--- src/rtl/univ_shift_reg.sv ---
// rtl/univ_shift_reg.sv - universal shift register with drain counter; optional rotate via USR_ROTATE_EN
module univ_shift_reg #(
    parameter int WIDTH = 4
) (
    input  logic             clk,
    input  logic             rst,
    input  logic [1:0]       mode,
    input  logic             sin_r,
    input  logic             sin_l,
    input  logic [WIDTH-1:0] pin,
    input  logic             rot,
    output logic [WIDTH-1:0] q,
    output logic             sout_r,
    output logic             sout_l,
    output logic             drained
);

    localparam int CW = $clog2(WIDTH + 1);
    localparam logic [CW-1:0] CNT_FULL = CW'(WIDTH);

    localparam logic [1:0] MODE_HOLD  = 2'b00;
    localparam logic [1:0] MODE_SHR   = 2'b01;
    localparam logic [1:0] MODE_SHL   = 2'b10;
    localparam logic [1:0] MODE_LOAD  = 2'b11;

    logic [WIDTH-1:0] q_q, q_d;
    logic [CW-1:0]    cnt_q, cnt_d;
    logic [CW-1:0]    cnt_inc;

    // Shift count saturates at WIDTH so drained never falls back without a load
    assign cnt_inc = (cnt_q == CNT_FULL) ? CNT_FULL : cnt_q + CW'(1);

`ifndef USR_ROTATE_EN
    // Rotate disabled: rot is accepted on the port but deliberately ignored
    logic unused_rot;
    assign unused_rot = rot;
`endif

    // Next-state selection for data register and shift counter
    always_comb begin
        q_d   = q_q;
        cnt_d = cnt_q;
        case (mode)
            MODE_HOLD: begin
                q_d   = q_q;
                cnt_d = cnt_q;
            end
            MODE_SHR: begin
`ifdef USR_ROTATE_EN
                if (rot) begin
                    // Rotation keeps every bit inside, so nothing counts as drained
                    q_d   = {q_q[0], q_q[WIDTH-1:1]};
                    cnt_d = cnt_q;
                end else begin
                    q_d   = {sin_r, q_q[WIDTH-1:1]};
                    cnt_d = cnt_inc;
                end
`else
                q_d   = {sin_r, q_q[WIDTH-1:1]};
                cnt_d = cnt_inc;
`endif
            end
            MODE_SHL: begin
`ifdef USR_ROTATE_EN
                if (rot) begin
                    q_d   = {q_q[WIDTH-2:0], q_q[WIDTH-1]};
                    cnt_d = cnt_q;
                end else begin
                    q_d   = {q_q[WIDTH-2:0], sin_l};
                    cnt_d = cnt_inc;
                end
`else
                q_d   = {q_q[WIDTH-2:0], sin_l};
                cnt_d = cnt_inc;
`endif
            end
            MODE_LOAD: begin
                q_d   = pin;
                cnt_d = '0;
            end
            default: begin
                q_d   = q_q;
                cnt_d = cnt_q;
            end
        endcase
    end

    // State registers; reset forces an empty register that reports drained
    always_ff @(posedge clk or posedge rst) begin
        if (rst) begin
            q_q   <= '0;
            cnt_q <= CNT_FULL;
        end else begin
            q_q   <= q_d;
            cnt_q <= cnt_d;
        end
    end

    // Outputs decode registered state only
    assign q       = q_q;
    assign sout_r  = q_q[0];
    assign sout_l  = q_q[WIDTH-1];
    assign drained = (cnt_q == CNT_FULL);

endmodule
--- config.mk ---
export PLATFORM = sky130hd
export DESIGN_NAME = univ_shift_reg
export DESIGN_NICKNAME = d
export VERILOG_FILES = /design/src/rtl/univ_shift_reg.sv
export SDC_FILE = /design/constraint.sdc
export NUM_CORES = 1
export LEC_CHECK = 0
export ABC_AREA = 1
export CAP_MARGIN = 5
export CORE_AREA = 2 2 39 41
export DETAILED_ROUTE_END_ITERATION = 8
export DIE_AREA = 0 0 41 43
export PLACE_DENSITY = 0.78
export RECOVER_POWER = 25
export SETUP_SLACK_MARGIN = 0.3
export SYNTH_ARGS = -nofsm -noshare
export SYNTH_HDL_FRONTEND = slang
export SYNTH_SLANG_ARGS = --single-unit
--- constraint.sdc ---
create_clock -name clk -period 1.01 [get_ports clk]
set_input_delay 0.202 -clock clk [delete_from_list [all_inputs] [get_ports clk]]
set_output_delay 0.202 -clock clk [all_outputs]
set_load 0.05 [all_outputs]
# After elaboration in Yosys (flattened, before gate mapping)
# Cells that the tools add are included.
# op_classes
mux,3
addsub,1
n_eq_ne,4
n_reduce_logical,2
# op_table
op,n
$pmux W4 S3,1
$pmux W3 S2,1
$eq A2 B2 Y1 const B,2
$add A3 B1 Y3 const B,1
$eq A3 B3 Y1 const B,1
$mux W3,1
$eq A2 B1 Y1 const B,1
$logic_not A2 Y1,1
$reduce_or A2 Y1,1
# totals
reg_bits,7
output_inout_bits,7
elab_cells,12
in_bits,11

# Depth between registers and ports, before layout
# depth
word_depth,3
mapped_depth,6

# Worst setup path after synthesis
# No wires, ideal clock.
# synth_path
kind,reg2out
start,register cnt_q[0]
end,output port drained
arrival_ns,0.962
path_slack_ns,-0.154
n_path_buf,0
stages_incl_launch_ff,5
cell_sequence,dfrtp_1 -> inv_1 -> ha_1 -> nand2_1 -> inv_1
# synth_between
elab_chain_len,1
# synth_lines
item,line_no,rtl
"start, declared",27,"logic [CW-1:0] cnt_q, cnt_d;"
"start signal, assigned",95,cnt_q <= cnt_d;
$eq A3 B3 Y1,103,assign drained = (cnt_q == CNT_FULL);
"end, declared",15,output logic drained
# Every way passes these cells.

# Worst setup path in the final report
# Ends and elaborated chain as after synthesis.

==> results_dict.tcl <==
set metrics [dict create \
    antenna_found_initial 0 \
    synth.yosys.warnings 0 \
    drcViolationCount 0 \
    cts_buffers 3 \
    drt_first_iter_violations 9 \
    diodes 0 \
    slowest_delay_ns 0.37 \
    grt_overflow_total 0 \
    start_kind "flip-flop" \
    row_count 14 \
    hold_viol_final 0 \
    final_core_util 0.686 \
    ioPinCount 18 \
    synth_top_cell_area_share 0.308 \
    clk_pin_slew_ns 0.05 \
    yosysSeqAreaShare 0.362 \
    worstMarginPinSlew_ns 0.267 \
    grtUsageTotal 0.173 \
    crit_arrival_ns 1.13 \
    period_needed_ns 1.33 \
    netlist_area_um2 487 \
    cp_slowest_cell "dfrtp_1" \
    syn-instance-count 65 \
    cts_tree "yes" \
    drive_gt1_frac 0.592 \
    slew_viol_final 0 \
    nets 112 \
    whs_ns 0.317 \
    clock_latency_ns 0.25 \
    h-tree-depth 1 \
    synth_most_common_cell "nand2_1" \
    synth-main-ff-cell "dfrtp_1" \
    routed_via_density 4.61 \
    ys_ff_latch 7 \
    core_um2 1380 \
    clock_path_buffers 2 \
    routedWlPerCell_um 11.4 \
    power_density_nw_per_um2 1970 \
    syn_nets 78 \
    finalInstanceArea_um2 950 \
    area_delta_synth_final_pct 95.1 \
    p_total_mw 1.87 \
    die_h_um 43 \
    grt_max_degree 11 \
    firstDrtPassIters 4 \
    vias 526 \
    synth_edf_count 0 \
    fin_ws_ns -0.324 \
    period_share 1.32 \
    clock_skew_ns 0.00668 \
    grt_pass1_vias 525 \
    slew_headroom 0.822 \
    dpl_cell_area_um2 830 \
    path_depth 5 \
    maxCapViolCount 0 \
    p_leak_nw 0.465 \
    cts_sinks 7 \
    io_buffers 16 \
    dieArea_um2 1760 \
    max_freq_mhz 750 \
    async_flop_share 1.00 \
    critical_path_buf_inv_count 3 \
    n_fill_cell 109 \
    initial_core_util 0.352 \
    place_hpwl_um 930 \
    cts_root_buf "clkbuf_4" \
    rsz0062_at_grt "yes" \
    synthTopCellsByArea "dfrtp_1, nand2_1, nand3_1" \
    reg2regPathDepth 6 \
    ir_drop_uv 1420 \
    yosys.area.top_type "dfrtp_1" \
    status "complete, but fails checks" \
    avgSynthCellArea_um2 7.49 \
    setup_viol 9 \
    crit_chain "inv_2, ha_4, nand2_4, clkinvlp_4, buf_12" \
    violations "negative setup slack" \
    cp-end-kind "primary output" \
    cp_max_fo 2 \
    totalWireLength_mm 1.30 \
    crit_required_ns 0.81 \
    crit_type "reg2out" \
    grt_pass1_wl_mm 2.04 \
    gp_congestion 0.751 \
    min-delay-path-class "in2async" \
    cp_top_family "flip-flops" \
    synth_common_cells "nand2_1, nand3_1, inv_1, dfrtp_1, nor2_1" \
    die_w_um 41 \
    synth_cell_types 19 \
    setup_tns_ns -0.781 \
    ant_nets 0 \
]
-- cells by family after synthesis --
kind of cell | Yosys count | share of synthesized area
and+or+nand+nor | 37 | 0.368
AOI/OAI and AO/OA | 5 | 0.0591
buffers and inverters | 14 | 0.159
DFF | 7 | 0.362
adders and majority gates | 2 | 0.0514
-- state kept, by name (all words and copies together), names as in the netlist --
| name | cells |
|---|---|
| q | 4 |
| cnt_q | 3 |
-- worst register-to-register path, stage by stage, from the launching register on --
cell	delay [ns]
dfrtp_1	0.39
buf_4	0.13
buf_4	0.12
ha_2	0.16
inv_2	0.06
nor2_1	0.05
o21ai_1	0.14
-- power breakdown --
part	internal (mW)	total [mW]	leakage (nW)	switching, mW
Combinational	0.621	1.15	0.370	0.534
Sequential	0.377	0.473	0.0794	0.0953
Clock	0.150	0.246	0.0150	0.0955
Total	1.15	1.87	0.465	0.725
-- path summary, 6_finish.rpt --
kind	from	to	slack [ns]
setup / recovery	cnt_q[0]	drained	-0.32
hold / removal	rst	cnt_q[1]	0.32
setup reg to reg	cnt_q[1]	cnt_q[2]	-0.13
hold reg to reg	cnt_q[2]	cnt_q[2]	0.53
max in group asynchronous	rst	cnt_q[2]	0.42
min in group clk	cnt_q[2]	cnt_q[2]	0.53
-- cell type report --
| class | count | area [µm²] | share of cell area |
|---|---|---|---|
| clock buffer | 4 | 26.3 | 0.0277 |
| multi-input combinational | 44 | 298 | 0.314 |
| inverter | 10 | 43.8 | 0.0461 |
| timing repair buffer | 33 | 380 | 0.401 |
| tap | 16 | 20.0 | 0.0211 |
| sequential | 7 | 181 | 0.191 |
-- per-layer routing --
layer | up-vias | share of wire | track usage
li1 | 268 | - | -
met1 | 237 | 0.44 | 0.208
met2 | 15 | 0.48 | 0.253
met3 | 6 | 0.041 | 0.0157
met4 | 0 | 0.038 | 0.160
met5 | - | 0 | 0
-- what timing repair did --
action / 4_1_cts / 5_1_grt
buffers inserted: 6 / 2
hold buffers: 0 / 0
pin swaps: 5 / 8
gates resized for setup: 7 / 7
setup endpoints to repair: 14 / 14
-- layout by cell type (no fill, tap or decap), types with 2 or more instances in the layout --
master / n
nand2_2: 3
dfrtp_2: 4
nand2_4: 2
clkbuf_4: 3
nand3_1: 4
inv_2: 5
nor2_4: 2
buf_4: 13
nand3_2: 6
inv_1: 3
buf_12: 8
dfrtp_1: 2
nor2_1: 5
buf_6: 3
o21ai_2: 2
nand2_1: 14
clkdlybuf4s50_1: 6
-- stage by stage --
| stage | instances | worst slack (ns) |
|---|---|---|
| after global routing | 114 | -0.389 |
| after global placement | 102 | -0.338 |
| after floorplan | 65 | -0.0876 |
| after detailed placement | 102 | -0.344 |
| final | 114 | -0.324 |
| after CTS | 112 | -0.334 |
No activity file was read; power rests on OpenSTA's default activity.
